--- src/rtl/aes_axis_tx_pkg.sv ---
// Shared widths, FSM state type and beat-select helper for the AES AXI-Stream transmitter.
package aes_axis_tx_pkg;

    localparam int FIFO_DATA_WIDTH      = 128;
    localparam int C_M_AXIS_TDATA_WIDTH = 32;
    localparam int BEATS                = FIFO_DATA_WIDTH / C_M_AXIS_TDATA_WIDTH;
    localparam int STRB_WIDTH           = C_M_AXIS_TDATA_WIDTH / 8;
    localparam int CNT_WIDTH            = 16;
    localparam int BEAT_CNT_WIDTH       = 2;

    typedef enum logic [1:0] {
        ST_IDLE   = 2'd0,
        ST_SEND   = 2'd1,
        ST_DECIDE = 2'd2,
        ST_LAST   = 2'd3
    } tx_state_e;

    // Block is indexed [0:127]; beat k is the k-th 32-bit slice counting from bit 0.
    function automatic logic [C_M_AXIS_TDATA_WIDTH-1:0] blk_word(
        input logic [0:FIFO_DATA_WIDTH-1] blk,
        input logic [BEAT_CNT_WIDTH-1:0]  idx
    );
        return blk[int'(idx)*C_M_AXIS_TDATA_WIDTH +: C_M_AXIS_TDATA_WIDTH];
    endfunction

endpackage

--- src/rtl/aes_axis_tx_if.sv ---
// Output-FIFO read port plus AXI-Stream master bus of the AES transmitter.
interface aes_axis_tx_if;
    import aes_axis_tx_pkg::*;

    logic                            out_fifo_empty;
    logic                            out_fifo_read_tvalid;
    logic                            out_fifo_read_tready;
    logic [0:FIFO_DATA_WIDTH-1]      out_fifo_data;
    logic [C_M_AXIS_TDATA_WIDTH-1:0] m_axis_tdata;
    logic [STRB_WIDTH-1:0]           m_axis_tstrb;
    logic                            m_axis_tvalid;
    logic                            m_axis_tready;
    logic                            m_axis_tlast;

    modport master (
        input  out_fifo_empty, out_fifo_read_tvalid, out_fifo_data, m_axis_tready,
        output out_fifo_read_tready, m_axis_tdata, m_axis_tstrb, m_axis_tvalid, m_axis_tlast
    );

    modport slave (
        output out_fifo_empty, out_fifo_read_tvalid, out_fifo_data, m_axis_tready,
        input  out_fifo_read_tready, m_axis_tdata, m_axis_tstrb, m_axis_tvalid, m_axis_tlast
    );

endinterface

--- src/rtl/aes_axis_tx.sv ---
// Drains 128-bit AES result blocks from the output FIFO and sends them as four
// 32-bit AXI-Stream beats each, flagging TLAST on the final beat of a message.
//
//  state  | meaning
//  IDLE   | read strobe high, waiting for a block from the FIFO
//  SEND   | streaming beats 0..BEATS-2 of the held block
//  DECIDE | tvalid low until the final beat's TLAST value is known
//  LAST   | streaming the final beat with the resolved TLAST
module aes_axis_tx
    import aes_axis_tx_pkg::*;
(
    input  logic                 clk,
    input  logic                 reset,
    input  logic                 processing_done,
    aes_axis_tx_if.master        axis,
    output logic                 tx_done,
    output logic [CNT_WIDTH-1:0] blocks_sent
);

    localparam logic [BEAT_CNT_WIDTH-1:0] LAST_SEND_IDX = BEAT_CNT_WIDTH'(BEATS - 2);

    tx_state_e                       state_q, state_d;
    logic [0:FIFO_DATA_WIDTH-1]      blk_q, blk_d;
    logic [BEAT_CNT_WIDTH-1:0]       beat_cnt_q, beat_cnt_d;
    logic [C_M_AXIS_TDATA_WIDTH-1:0] tdata_q, tdata_d;
    logic [STRB_WIDTH-1:0]           tstrb_q, tstrb_d;
    logic                            tvalid_q, tvalid_d;
    logic                            tlast_q, tlast_d;
    logic                            rd_rdy_q, rd_rdy_d;
    logic                            tx_done_q, tx_done_d;
    logic [CNT_WIDTH-1:0]            blocks_sent_q, blocks_sent_d;
    logic                            fifo_hs;
    logic                            beat_hs;

    assign fifo_hs = rd_rdy_q && axis.out_fifo_read_tvalid;
    assign beat_hs = tvalid_q && axis.m_axis_tready;

    always_ff @(posedge clk or posedge reset) begin
        if (reset) begin
            state_q       <= ST_IDLE;
            blk_q         <= '0;
            beat_cnt_q    <= '0;
            tdata_q       <= '0;
            tstrb_q       <= '0;
            tvalid_q      <= 1'b0;
            tlast_q       <= 1'b0;
            rd_rdy_q      <= 1'b0;
            tx_done_q     <= 1'b0;
            blocks_sent_q <= '0;
        end else begin
            state_q       <= state_d;
            blk_q         <= blk_d;
            beat_cnt_q    <= beat_cnt_d;
            tdata_q       <= tdata_d;
            tstrb_q       <= tstrb_d;
            tvalid_q      <= tvalid_d;
            tlast_q       <= tlast_d;
            rd_rdy_q      <= rd_rdy_d;
            tx_done_q     <= tx_done_d;
            blocks_sent_q <= blocks_sent_d;
        end
    end

    always_comb begin
        state_d       = state_q;
        blk_d         = blk_q;
        beat_cnt_d    = beat_cnt_q;
        tdata_d       = tdata_q;
        tvalid_d      = tvalid_q;
        tlast_d       = tlast_q;
        tx_done_d     = 1'b0;
        blocks_sent_d = blocks_sent_q;

        // The count stays visible during the tx_done cycle, then restarts for the next message.
        if (tx_done_q) begin
            blocks_sent_d = '0;
        end

        unique case (state_q)
            ST_IDLE: begin
                if (fifo_hs) begin
                    blk_d      = axis.out_fifo_data;
                    beat_cnt_d = '0;
                    tdata_d    = blk_word(axis.out_fifo_data, '0);
                    tvalid_d   = 1'b1;
                    tlast_d    = 1'b0;
                    state_d    = ST_SEND;
                end
            end
            ST_SEND: begin
                if (beat_hs) begin
                    beat_cnt_d = beat_cnt_q + 1'b1;
                    tdata_d    = blk_word(blk_q, beat_cnt_q + 1'b1);
                    if (beat_cnt_q == LAST_SEND_IDX) begin
                        tvalid_d = 1'b0;
                        state_d  = ST_DECIDE;
                    end
                end
            end
            ST_DECIDE: begin
                // Pending FIFO data means the message continues, even if done is already high.
                if (axis.out_fifo_read_tvalid) begin
                    tlast_d  = 1'b0;
                    tvalid_d = 1'b1;
                    state_d  = ST_LAST;
                end else if (processing_done && axis.out_fifo_empty) begin
                    tlast_d  = 1'b1;
                    tvalid_d = 1'b1;
                    state_d  = ST_LAST;
                end
            end
            ST_LAST: begin
                if (beat_hs) begin
                    tvalid_d  = 1'b0;
                    tlast_d   = 1'b0;
                    tx_done_d = tlast_q;
                    if (blocks_sent_q != '1) begin
                        blocks_sent_d = blocks_sent_q + 1'b1;
                    end
                    state_d = ST_IDLE;
                end
            end
            default: state_d = ST_IDLE;
        endcase
    end

    assign rd_rdy_d = (state_d == ST_IDLE);
    assign tstrb_d  = {STRB_WIDTH{tvalid_d}};

    assign axis.out_fifo_read_tready = rd_rdy_q;
    assign axis.m_axis_tdata         = tdata_q;
    assign axis.m_axis_tstrb         = tstrb_q;
    assign axis.m_axis_tvalid        = tvalid_q;
    assign axis.m_axis_tlast         = tlast_q;
    assign tx_done                   = tx_done_q;
    assign blocks_sent               = blocks_sent_q;

endmodule
--- src/flat_wrapper.sv ---
// flat-port wrapper written by rule: the top's interface ports become plain ports
module aes_axis_tx_flat import aes_axis_tx_pkg::*;
  (clk, reset, processing_done, tx_done, blocks_sent, axis_out_fifo_empty, axis_out_fifo_read_tvalid, axis_out_fifo_data, axis_m_axis_tready, axis_out_fifo_read_tready, axis_m_axis_tdata, axis_m_axis_tstrb, axis_m_axis_tvalid, axis_m_axis_tlast);
  aes_axis_tx_if axis_i ();
  input  logic clk;
  input  logic reset;
  input  logic processing_done;
  output logic tx_done;
  output logic [CNT_WIDTH-1:0] blocks_sent;
  input wire logic [$bits(axis_i.out_fifo_empty)-1:0] axis_out_fifo_empty;
  input wire logic [$bits(axis_i.out_fifo_read_tvalid)-1:0] axis_out_fifo_read_tvalid;
  input wire logic [$bits(axis_i.out_fifo_data)-1:0] axis_out_fifo_data;
  input wire logic [$bits(axis_i.m_axis_tready)-1:0] axis_m_axis_tready;
  output wire logic [$bits(axis_i.out_fifo_read_tready)-1:0] axis_out_fifo_read_tready;
  output wire logic [$bits(axis_i.m_axis_tdata)-1:0] axis_m_axis_tdata;
  output wire logic [$bits(axis_i.m_axis_tstrb)-1:0] axis_m_axis_tstrb;
  output wire logic [$bits(axis_i.m_axis_tvalid)-1:0] axis_m_axis_tvalid;
  output wire logic [$bits(axis_i.m_axis_tlast)-1:0] axis_m_axis_tlast;
  assign axis_i.out_fifo_empty = axis_out_fifo_empty;
  assign axis_i.out_fifo_read_tvalid = axis_out_fifo_read_tvalid;
  assign axis_i.out_fifo_data = axis_out_fifo_data;
  assign axis_i.m_axis_tready = axis_m_axis_tready;
  assign axis_out_fifo_read_tready = axis_i.out_fifo_read_tready;
  assign axis_m_axis_tdata = axis_i.m_axis_tdata;
  assign axis_m_axis_tstrb = axis_i.m_axis_tstrb;
  assign axis_m_axis_tvalid = axis_i.m_axis_tvalid;
  assign axis_m_axis_tlast = axis_i.m_axis_tlast;
  aes_axis_tx u_core (.clk(clk), .reset(reset), .processing_done(processing_done), .axis(axis_i), .tx_done(tx_done), .blocks_sent(blocks_sent));
endmodule
--- config.mk ---
export PLATFORM = sky130hd
export DESIGN_NAME = aes_axis_tx_flat
export DESIGN_NICKNAME = d
export VERILOG_FILES = /design/src/rtl/aes_axis_tx_pkg.sv /design/src/rtl/aes_axis_tx_if.sv /design/src/rtl/aes_axis_tx.sv /design/src/flat_wrapper.sv
export SDC_FILE = /design/constraint.sdc
export NUM_CORES = 1
export LEC_CHECK = 0
export CAP_MARGIN = 20
export CELL_PAD_IN_SITES_DETAIL_PLACEMENT = 0
export CELL_PAD_IN_SITES_GLOBAL_PLACEMENT = 1
export CORE_MARGIN = 4
export CORE_UTILIZATION = 41
export DETAILED_ROUTE_END_ITERATION = 16
export GPL_ROUTABILITY_DRIVEN = 0
export PLACE_DENSITY_LB_ADDON = 0.05
export SYNTH_ARGS = -nofsm -noshare
export SYNTH_HDL_FRONTEND = slang
export SYNTH_SLANG_ARGS = --single-unit
--- constraint.sdc ---
create_clock -name clk -period 8.3 [get_ports clk]
set_input_delay 1.66 -clock clk [delete_from_list [all_inputs] [get_ports clk]]
set_output_delay 1.66 -clock clk [all_outputs]
set_load 0.05 [all_outputs]
After elaboration in Yosys (flattened, before gate mapping)
Index checks and enable logic that the tools add are counted.
{"block": "word_totals", "reg_bits": 185}
{"block": "classes", "add_sub_neg": 2, "reduce_logical": 10, "bitwise_logic": 1, "mux": 31, "shift": 1, "n_eq_ne": 9}
{"cell": "indexed part select 128 x 32 -> 129 bit", "n": 1}
{"cell": "two-way mux 16 bit", "n": 4}
{"cell": "two-way mux 32 bit", "n": 2}
{"cell": "one-hot mux 32 bit (2 select lines)", "n": 1}
{"cell": "inverter 7 -> 32 bit", "n": 1}
{"cell": "adder 16 x 1 -> 16 bit, second input constant", "n": 1}
{"cell": "two-way mux 2 bit", "n": 8}
{"cell": "!= test 16 bit, second input constant", "n": 1}
{"cell": "two-way mux 1 bit", "n": 12}
{"cell": "one-hot mux 2 bit (4 select lines)", "n": 1}
{"cell": "equality test 2 bit, second input constant", "n": 3}
{"cell": "!= test 2 x 1 -> 1 bit, second input constant", "n": 3}
{"cell": "zero test 2 bit", "n": 2}
{"cell": "one-hot mux 1 bit (4 select lines)", "n": 1}
{"cell": "one-hot mux 2 bit (2 select lines)", "n": 1}
{"cell": "AND reduction 4 bit", "n": 1}
{"cell": "logical AND 1 bit", "n": 3}
{"cell": "!= test 3 x 2 -> 1 bit, second input constant", "n": 1}
{"cell": "one-hot mux 1 bit (3 select lines)", "n": 1}
{"cell": "AND reduction 3 bit", "n": 1}
{"cell": "nonzero test 3 bit", "n": 1}
{"cell": "adder 2 x 1 -> 2 bit, second input constant", "n": 1}
{"cell": "equality test 2 x 1 -> 1 bit, second input constant", "n": 1}
{"cell": "AND reduction 2 bit", "n": 1}
{"cell": "nonzero test 2 bit", "n": 1}

Longest topological paths before layout
Gate-level depths: netlist of run 1.
{"block": "logic_depth", "word_depth": 5, "depth_mapped": 10, "depth_no_buf": 5}

Worst setup path before layout of run 1
OpenSTA, ideal clock, no wires.
{"block": "synth_path", "path_kind": "input to register", "start": "input port axis_out_fifo_read_tvalid", "end": "register u_core.blk_q[0] (netlist name)", "t_required_ps": 8175, "arrival_ps": 2746, "setup_ps": 125, "cell_stages": 5, "setup_slack_ps": 5429, "cell_sequence": "nand2_1 -> nor3_1 -> clkbuf_1 -> buf_2 -> mux2_2"}
{"block": "synth_via", "elab_chain_cells": 2}
{"element": "start: declaration", "line_no": "flat_wrapper.sv:11", "rtl": "input wire logic [$bits(axis_i.out_fifo_read_tvalid)-1:0] axis_out_fifo_read_tvalid;"}
{"element": "logical AND 1 bit", "line_no": "aes_axis_tx.sv:35", "rtl": "assign fifo_hs = rd_rdy_q && axis.out_fifo_read_tvalid;"}
{"element": "AND reduction 2 bit (no source line)"}
{"element": "end signal: assignment", "line_no": "aes_axis_tx.sv:52", "rtl": "blk_q <= blk_d;"}
{"element": "end: declaration", "line_no": "aes_axis_tx.sv:23", "rtl": "logic [0:FIFO_DATA_WIDTH-1] blk_q, blk_d;"}
Every way passes these cells.
A chain may end at the register's enable or synchronous reset.

Worst setup path after layout of run 1
{"block": "layout_path", "start": "register u_core.axis.m_axis_tstrb[0] (netlist name)", "end": "output port axis_m_axis_tstrb[2]"}
{"element": "end: declaration", "line_no": "flat_wrapper.sv:16", "rtl": "output wire logic [$bits(axis_i.m_axis_tstrb)-1:0] axis_m_axis_tstrb;"}
No word-level cell between the ends.

==> results.json, run 1 <==
{
  "p_comb_share_pct": 43.1,
  "num-fill-cells": 1616,
  "avgRoutedWirePerCell_um": 19.2,
  "grt_pass1_vias": 6103,
  "ys_types": 50,
  "cts_hold_buffers": 0,
  "yosys.area.top_type_share_pct": 55.2,
  "hold_viol_final": 0,
  "p_leak_nw": 4.93,
  "ant_nets": 0,
  "drc_errors": 0,
  "grt_max_degree": 77,
  "h-tree-depth": 4,
  "cp_num_buf_inv": 1,
  "ys_seq_area_share_pct": 55.2,
  "p_int_w": 0.00254,
  "cpMaxStageDelayCell": "clkdlybuf4s50_1",
  "cap_violations": 0,
  "r2r_slack_ns": 5.54,
  "rsz0062_at_grt": "no",
  "switchingPower_w": 0.00152,
  "p_clk_share_pct": 19.7,
  "critPathArrivalTime_ns": 1.88,
  "ys_async_sr_fraction_pct": 100,
  "die_y_um": 151,
  "switching_share_pct": 37.5,
  "power.density_nw_per_um2": 369,
  "avgViaCountPerCell": 5.25,
  "hp-class": "reg -> reg",
  "cp_max_fo": 11,
  "crit_chain": "clkdlybuf4s50_1",
  "drt_iter0_drc": 255,
  "p_seq_share_pct": 37.3,
  "syn_area_per_cell_um2": 13.5,
  "end_kind": "output pin",
  "drive_above_1_share_pct": 26.4,
  "die_area_um2": 22700,
  "nNetsFinal": 926,
  "grt_pass1_wl_um": 32900,
  "hpwl_um": 13700,
  "area_growth_pct": 32.1,
  "fp-row-count": 51,
  "synth_nets": 755,
  "wl_um": 20600,
  "critPathKind": "reg -> out",
  "cts-resized-gates": 0,
  "fin_crit_ns": 3.54,
  "cpPeakStageDelay_ns": 0.88,
  "num_io_pins": 190,
  "worstPathRequired_ns": 6.64,
  "clkSinkCount": 184,
  "cts_tree": "yes",
  "worst_slew_pin_slew_ns": 0.983,
  "fin_tns_setup_ns": 0,
  "crit_family": "buffers and inverters",
  "drtPass1Iterations": 4,
  "fin_skew_ns": 0.0122,
  "start_util_pct": 42.3,
  "synth_edf_count": 0,
  "syn_inst": 619,
  "vias": 5612,
  "synth-seq-cells": 184,
  "r2r_cells": 5,
  "worstSkewPairLatency_ns": 0.43,
  "relSlewSlack_pct": 34.5,
  "root_buffer": "clkbuf_16",
  "reg2reg_to": "u_core.axis.m_axis_tdata[17]",
  "grt_antenna_before_repair": 2,
  "synth_ff_type": "dfrtp_1",
  "grt_overflow": 0,
  "max-clock-path-buffers": 2,
  "r2r-start": "u_core.state_q[0]",
  "status": "finished, final reports clean",
  "synth_top_area_cell": "dfrtp_1",
  "max_freq_ghz": 0.283,
  "slew_viol_final": 0,
  "period_share_pct": 42.6,
  "fp.dieW_um": 151,
  "numCtsBuffers": 17,
  "setup_viol": 0,
  "endpoint": "axis_m_axis_tstrb[2]",
  "path_clk_slew_ns": 0.07,
  "io_buffers": 189,
  "hold_slack_ns": 0.503,
  "vdd_drop_max_mv": 0.173,
  "synth_area_leaders": "dfrtp_1 55%, mux2_2 19%, mux4_2 5.1%",
  "fin_ws_ns": 4.76,
  "core_area_um2": 19700,
  "yosysWarnings": 0,
  "diodes": 0,
  "place_ws_ns": 4.40,
  "syn-cell-area_um2": 8340,
  "grtUsageTotal_pct": 18.8,
  "start_kind": "flop",
  "worst-path-stages": 1,
  "postCtsSetupBuffers": 0,
  "critPathLaunch": "u_core.axis.m_axis_tstrb[0]"
}
## power by group through the flow
| stage | Sequential [W] | Clock [W] | Combinational (W) |
|---|---|---|---|
| 5_1_grt | 0.00156 | 0.000855 | 0.00190 |
| 3_3_place_gp | 0.00151 | 0 | 0.00174 |
| 6_report | 0.00151 | 0.000800 | 0.00175 |
| 4_1_cts | 0.00152 | 0.000823 | 0.00178 |
| 3_5_place_dp | 0.00153 | 0 | 0.00177 |
| 2_1_floorplan | 0.00178 | 0 | 0.000978 |
## cell type report
type | instances | area [um2] | share of cell area [%]
repair buffers | 198 | 1960 | 17.8
inverters | 6 | 27.5 | 0.250
clock buffers | 19 | 443 | 4.02
flip-flops and latches | 184 | 4610 | 41.8
clock inverters | 13 | 134 | 1.22
multi-input cells | 383 | 3520 | 31.9
well taps | 265 | 332 | 3.01
## flip-flops by register name, summed over array words and instances, names as in the netlist
name and count:
u_core.axis.m_axis_tdata 32, u_core.axis.m_axis_tlast 1, u_core.axis.m_axis_tstrb 1, u_core.axis.out_fifo_read_tready 1, u_core.beat_cnt_q 2, u_core.blk_q 128
u_core.blocks_sent 16, u_core.state_q 2, u_core.tx_done 1
## synthesized netlist by cell type, drive strengths merged, types with 2 or more instances
cell type / n
a221oi: 13
and3: 2
o21ai: 7
a31oi: 2
buf: 36
a21oi: 27
nand3: 7
nand4: 8
and4: 3
clkbuf: 10
mux4: 19
mux2i: 33
nand2: 13
mux2: 142
a22o: 2
nor3: 7
or4: 4
ha: 2
dfrtp: 184
or3: 2
nand2b: 2
a221o: 3
nor4: 7
nor2: 42
o22ai: 13
inv: 6
and2: 3
a21o: 2
a211o: 5
## per-layer routing
layer | vias up | track usage [%] | wire, um
met4 | 4 | 5.30 | 189
met1 | 2809 | 25.5 | 9260
li1 | 2640 | - | -
met3 | 18 | 4.94 | 1170
met2 | 141 | 30.1 | 9910
met5 | - | 0 | 26
## how the worst min path moves through the flow
stage,from,endpoint,depth (start not counted)
CTS,u_core.blk_q[85],u_core.blk_q[85],1
global route,u_core.blk_q[45],u_core.blk_q[45],1
detailed placement,u_core.blk_q[85],u_core.blk_q[85],1
finish,u_core.blk_q[45],u_core.blk_q[45],1
floorplan,u_core.blk_q[64],u_core.blk_q[64],1
global placement,u_core.blk_q[63],u_core.blk_q[63],1
## logic make-up after synthesis
logic type / synth area share, %
compound gates: 6.67
xor+xnor: 0.210
fa+ha+maj: 0.300
buf+inv: 3.01
flops: 55.2
mux: 28.3
simple gates: 6.34
## cells in the final DEF (no fill, tap or decap), types with 3 or more instances in the layout
cell type and count:
a211o_1 5, and4_1 3, clkdlybuf4s50_1 189, dfrtp_1 183, inv_1 5, inv_6 6
nor2_1 42, a221o_1 3, mux2i_1 33, a21oi_1 25, nand3_1 6, and2_1 3
a221oi_1 13, mux4_2 19, nand4_1 7, nor4_1 6, nand2_1 13, buf_4 8
clkbuf_16 17, o22ai_1 13, mux2_2 141, nor3_1 6, o21ai_0 7
## metrics by stage
stage | total power, W | cell area, um2 | utilization [%] | std cells
2_1_floorplan | 0.00276 | 8340 | - | 619
3_3_place_gp | 0.00325 | 10400 | 52.9 | 1035
3_5_place_dp | 0.00330 | 10400 | 52.9 | 1035
4_1_cts | 0.00412 | 11000 | 55.8 | 1067
5_1_grt | 0.00432 | 11000 | 55.9 | 1068
6_report | 0.00406 | 11000 | 55.9 | 1068
Note: power is estimated with default switching activity, not from simulation.
==> run 2, diff against run 1 <==
--- a/config.mk
+++ b/config.mk
@@ -9,7 +9,7 @@
 export CELL_PAD_IN_SITES_DETAIL_PLACEMENT = 0
 export CELL_PAD_IN_SITES_GLOBAL_PLACEMENT = 1
 export CORE_MARGIN = 4
-export CORE_UTILIZATION = 41
+export CORE_UTILIZATION = 37
 export DETAILED_ROUTE_END_ITERATION = 16
 export GPL_ROUTABILITY_DRIVEN = 0
 export PLACE_DENSITY_LB_ADDON = 0.05
==> constraint.sdc (replaced) <==
create_clock -name clk -period 2.99 [get_ports clk]
set_input_delay 0.598 -clock clk [delete_from_list [all_inputs] [get_ports clk]]
set_output_delay 0.598 -clock clk [all_outputs]
set_load 0.05 [all_outputs]
==> run 2 against run 1 <==
Register-to-register slack lost 4.7 ns. Critical endpoint is now axis_m_axis_tstrb[1]. Hold slack about the same. Die area increased by 10%. Sequential cell count stayed put. Routed wire length increased by 0.93%. Sequential share of layout area is 0.43 points lower. Combinational power rose to 2.8 times the previous value.
==> results.json, run 2 (synthesis results as in run 1) <==
{
  "drive_above_1_share_pct": 26.6,
  "area_growth_pct": 33.4,
  "fp-row-count": 54,
  "p_leak_nw": 4.97,
  "vias": 5682,
  "die_area_um2": 25000,
  "max-clock-path-buffers": 2,
  "cts_hold_buffers": 0,
  "relSlewSlack_pct": 42.2,
  "hold_viol_final": 0,
  "avgRoutedWirePerCell_um": 19.1,
  "num_io_pins": 190,
  "period_share_pct": 82.2,
  "power.density_nw_per_um2": 1020,
  "fin_crit_ns": 2.46,
  "worstPathRequired_ns": 2.39,
  "cpMaxStageDelayCell": "clkdlybuf4s50_1",
  "grt_pass1_vias": 6200,
  "fp.dieW_um": 158,
  "drc_errors": 0,
  "largest_register_ffs": 128,
  "crit_chain": "clkdlybuf4s50_1",
  "vdd_drop_max_mv": 0.617,
  "grtUsageTotal_pct": 16.9,
  "avgViaCountPerCell": 5.23,
  "final_common_cell": "clkdlybuf4s50_1",
  "root_buffer": "clkbuf_16",
  "status": "finished, final reports clean",
  "cts_tree": "yes",
  "grt_pass1_wl_um": 33000,
  "worstSkewPairLatency_ns": 0.43,
  "crit_family": "buffers and inverters",
  "postCtsSetupBuffers": 0,
  "critPathArrivalTime_ns": 1.86,
  "top_register": "u_core.blk_q",
  "die_y_um": 158,
  "grt_overflow": 0,
  "cpPeakStageDelay_ns": 0.88,
  "core_area_um2": 22000,
  "start_util_pct": 37.9,
  "final_cell_mix": "189 x clkdlybuf4s50_1, 183 x dfrtp_1, 141 x mux2_2, 42 x nor2_1, 33 x mux2i_1",
  "h-tree-depth": 4,
  "grt_max_degree": 129,
  "nNetsFinal": 930,
  "clkSinkCount": 184,
  "power_w": 0.0114,
  "wl_um": 20700,
  "slew_viol_final": 0,
  "hpwl_um": 13900,
  "worst_slew_pin_slew_ns": 0.867,
  "hold_end": "u_core.blk_q[51]",
  "fin_skew_ns": 0.0141,
  "hold_start": "u_core.blk_q[51]",
  "cap_violations": 0,
  "numCtsBuffers": 17,
  "cts-resized-gates": 0,
  "diodes": 0,
  "critPathKind": "reg -> out",
  "r2r-start": "u_core.beat_cnt_q[0]",
  "path_clk_slew_ns": 0.07,
  "r2r_slack_ns": 0.85,
  "end_kind": "output pin",
  "grt_antenna_before_repair": 2,
  "holdPathStages": 1,
  "rsz0062_at_grt": "no",
  "drt_iter0_drc": 219,
  "r2r_cells": 6,
  "max_freq_ghz": 0.407,
  "cp_max_fo": 11,
  "ant_nets": 0,
  "setup_viol": 0,
  "drtPass1Iterations": 4,
  "cp_num_buf_inv": 1,
  "final_util_pct": 50.5,
  "fin_tns_setup_ns": 0,
  "reg2reg_to": "u_core.axis.m_axis_tdata[28]",
  "hp-class": "reg -> reg",
  "io_buffers": 189,
  "start_kind": "flop"
}
-- run 2: cell count changes in the layout (fill, tap and decap cells not counted), sizes merged --
cell    delta
buf        +5
clkbuf     -1
inv        -1
bufinv     +1
-- run 2: cell type report --
cell class | count | area [um2]
Clock buffer | 19 | 443
Clock inverter | 13 | 156
Fill cell | 1936 | 10900
Inverter | 6 | 26.3
Multi-Input combinational cell | 383 | 3510
Sequential cell | 184 | 4610
Tap cell | 280 | 350
Timing Repair Buffer | 202 | 2040
-- run 2: power by group --
part	leakage, nW	total (W)	switching (W)	internal [W]
sequential	2.42	0.00420	0.000615	0.00358
combinational	2.25	0.00491	0.00260	0.00230
clock	0.293	0.00230	0.00102	0.00128
-- run 2: worst max-delay path by stage --
stage | from | to | slack (ns) | cells past startpoint
floorplan | reset | u_core.axis.m_axis_tdata[0] | 0.03 | 1
global placement | axis_out_fifo_read_tvalid | u_core.blk_q[5] | 0.53 | 5
detailed placement | axis_out_fifo_read_tvalid | u_core.blk_q[41] | 0.52 | 5
CTS | u_core.axis.m_axis_tstrb[0] | axis_m_axis_tstrb[1] | 0.51 | 1
global route | u_core.axis.m_axis_tstrb[0] | axis_m_axis_tstrb[2] | 0.46 | 1
finish | u_core.axis.m_axis_tstrb[0] | axis_m_axis_tstrb[1] | 0.53 | 1
-- run 2: routing by layer --
| layer | wire, um | share of wire [%] | vias up | track usage (%) |
|---|---|---|---|---|
| li1 | - | - | 2647 | - |
| met1 | 9420 | 45 | 2862 | 22.6 |
| met2 | 9960 | 48 | 151 | 27.6 |
| met3 | 1130 | 5.4 | 18 | 4.29 |
| met4 | 223 | 1.1 | 4 | 4.39 |
| met5 | 21 | 0.10 | - | 0 |
-- run 2: per-stage QoR --
| step | hold WS (ns) | instance area [um2] | setup slack [ns] | std cells |
|---|---|---|---|---|
| final | 0.504 | 11100 | 0.533 | 1087 |
| after global routing | 0.521 | 11100 | 0.459 | 1087 |
| after CTS | 0.509 | 11100 | 0.506 | 1087 |
| after detailed placement | 0.492 | 10500 | 0.515 | 1055 |
| after global placement | 0.484 | 10500 | 0.531 | 1055 |
| after floorplan | 0.475 | 8350 | 0.0275 | 619 |
==> run 3, diff against run 2 <==
--- a/config.mk
+++ b/config.mk
@@ -9,7 +9,7 @@
 export CELL_PAD_IN_SITES_DETAIL_PLACEMENT = 0
 export CELL_PAD_IN_SITES_GLOBAL_PLACEMENT = 1
 export CORE_MARGIN = 4
-export CORE_UTILIZATION = 37
+export CORE_UTILIZATION = 41
 export DETAILED_ROUTE_END_ITERATION = 16
 export GPL_ROUTABILITY_DRIVEN = 0
 export PLACE_DENSITY_LB_ADDON = 0.05
==> constraint.sdc (replaced) <==
create_clock -name clk -period 2.4 [get_ports clk]
set_input_delay 0.48 -clock clk [delete_from_list [all_inputs] [get_ports clk]]
set_output_delay 0.48 -clock clk [all_outputs]
set_load 0.05 [all_outputs]
==> run 3 against run 2 <==
Sequential share of layout area shrank 0.64 points. Non-clock buffer count grew 11. Register-to-register slack lost 0.50 ns. Power grew 26%. Clock power grew 31%. Setup slack lost 0.41 ns. Core utilization grew 6.8 points. Sequential cell count is the same. Hold slack lost 0.12 ns. First-iteration DRC count grew 5.0%. Critical path depth is the same. Critical path type unchanged.
==> results.json, run 3 (synthesis results as in run 1) <==
{
  "status": "finished, final reports clean",
  "postCtsSetupBuffers": 0,
  "num_io_pins": 190,
  "grt_pass1_wl_um": 32300,
  "num-fill-cells": 1604,
  "final_cell_mix": "184 x clkdlybuf4s50_1, 183 x dfrtp_1, 141 x mux2_2, 42 x nor2_1, 33 x mux2i_1",
  "fp.dieW_um": 151,
  "cpPeakStageDelay_ns": 0.87,
  "design_area_um2": 11300,
  "critPathArrivalTime_ns": 1.80,
  "top_layer": "met5",
  "fin_skew_ns": 0.00940,
  "nNetsFinal": 941,
  "numCtsBuffers": 17,
  "cp_max_fo": 9,
  "period_share_pct": 94.9,
  "grt_max_degree": 57,
  "grt_antenna_before_repair": 2,
  "grt_overflow": 0,
  "cap_violations": 0,
  "hpwl_um": 14200,
  "critPathKind": "reg -> out",
  "ant_nets": 0,
  "switching_share_pct": 36.2,
  "diodes": 0,
  "relSlewSlack_pct": 57.2,
  "worstPathRequired_ns": 1.92,
  "grt_pass1_vias": 6134,
  "die_area_um2": 22700,
  "dpl_cell_area_um2": 10700,
  "power.density_nw_per_um2": 1270,
  "wl_met2_um": 9740,
  "multi_input_area_um2": 3510,
  "cts_tree": "yes",
  "final_common_cell": "clkdlybuf4s50_1",
  "die_y_um": 151,
  "max_freq_ghz": 0.439,
  "largest_register_ffs": 128,
  "fp-row-count": 51,
  "cpMaxStageDelayCell": "clkdlybuf4s50_1",
  "area_growth_pct": 35.5,
  "drtPass1Iterations": 4,
  "avgRoutedWirePerCell_um": 18.6,
  "wl_um": 20100,
  "drt_iter0_drc": 230,
  "clkSinkCount": 184,
  "crit_family": "buffers and inverters",
  "final-seq-area_um2": 4610,
  "top_register": "u_core.blk_q",
  "setup_viol": 0,
  "core_area_um2": 19700,
  "p_seq_share_pct": 36.5,
  "hp-class": "in -> async",
  "cts_hold_buffers": 0,
  "wl_met1_um": 8880,
  "wl_met3_um": 1320,
  "drive_above_1_share_pct": 27.5,
  "power_w": 0.0144,
  "rsz0062_at_grt": "no",
  "p_leak_nw": 5.12,
  "root_buffer": "clkbuf_16",
  "avgViaCountPerCell": 5.30,
  "switchingPower_w": 0.00521,
  "worst_slew_pin_slew_ns": 0.642,
  "h-tree-depth": 4,
  "vdd_drop_max_mv": 0.700,
  "p_comb_share_pct": 42.7,
  "cp_num_buf_inv": 1,
  "io_buffers": 189,
  "worstSkewPairLatency_ns": 0.42,
  "p_int_w": 0.00918,
  "end_kind": "output pin",
  "grtUsageTotal_pct": 18.3,
  "fin_crit_ns": 2.28,
  "max-clock-path-buffers": 2,
  "start_kind": "flop",
  "path_clk_slew_ns": 0.07,
  "vias": 5740,
  "numPlacedInstances": 1051,
  "start_util_pct": 42.3,
  "p_clk_share_pct": 20.9,
  "fin_cells": 1082,
  "final_util_pct": 57.3,
  "drc_errors": 0,
  "slew_viol_final": 0,
  "hold_viol_final": 0,
  "crit_chain": "clkdlybuf4s50_1"
}
[run 3: per-layer routing]
metal | vias to the layer above | GRT usage (%)
met3 | 17 | 5.66
met5 | - | 0
met1 | 2921 | 24.1
li1 | 2660 | -
met2 | 138 | 29.8
met4 | 4 | 4.40
[run 3: area by class of cell]
| cell class | instances | area share, % |
|---|---|---|
| Multi-Input combinational cell | 383 | 31.0 |
| Tap cell | 265 | 2.93 |
| Inverter | 6 | 0.232 |
| Timing Repair Buffer | 213 | 19.4 |
| Sequential cell | 184 | 40.7 |
| Clock buffer | 19 | 3.92 |
| Clock inverter | 12 | 1.69 |
[run 3: stage by stage]
| step | TNS (ns) | hold WS, ns | setup slack (ns) |
|---|---|---|---|
| floorplan | -81.79 | 0.475 | -0.445 |
| global placement | 0 | 0.483 | 0.185 |
| detailed placement | 0 | 0.492 | 0.133 |
| CTS | 0 | 0.380 | 0.0316 |
| global route | 0 | 0.391 | 0.0641 |
| finish | 0 | 0.388 | 0.123 |
[run 3: power by group through the flow]
stage / Sequential [W] / Combinational, W / Clock (W)
3_5_place_dp: 0.00532 / 0.00624 / 0
2_1_floorplan: 0.00617 / 0.00340 / 0
5_1_grt: 0.00543 / 0.00665 / 0.00321
6_report: 0.00525 / 0.00614 / 0.00301
3_3_place_gp: 0.00524 / 0.00614 / 0
4_1_cts: 0.00527 / 0.00625 / 0.00309
[run 3: repair_timing]
item,in CTS,in global routing
gates resized for setup,0,5
setup endpoints to repair,0,5
endpoints found under the hold margin,0,0
[run 3: final timing paths]
| kind | start | depth (start not counted) | to | slack, ns |
|---|---|---|---|---|
| worst max-delay path | u_core.blocks_sent[3] | 1 | blocks_sent[3] | 0.12 |
| worst min-delay path | reset | 2 | u_core.blk_q[30] | 0.39 |
| worst max register to register | u_core.blocks_sent[0] | 5 | u_core.blocks_sent[14] | 0.35 |
| worst min register to register | u_core.blk_q[93] | 1 | u_core.blk_q[93] | 0.50 |
| max in group asynchronous | reset | 3 | u_core.blk_q[122] | 1.45 |
| min in group clk | u_core.blk_q[93] | 1 | u_core.blk_q[93] | 0.50 |
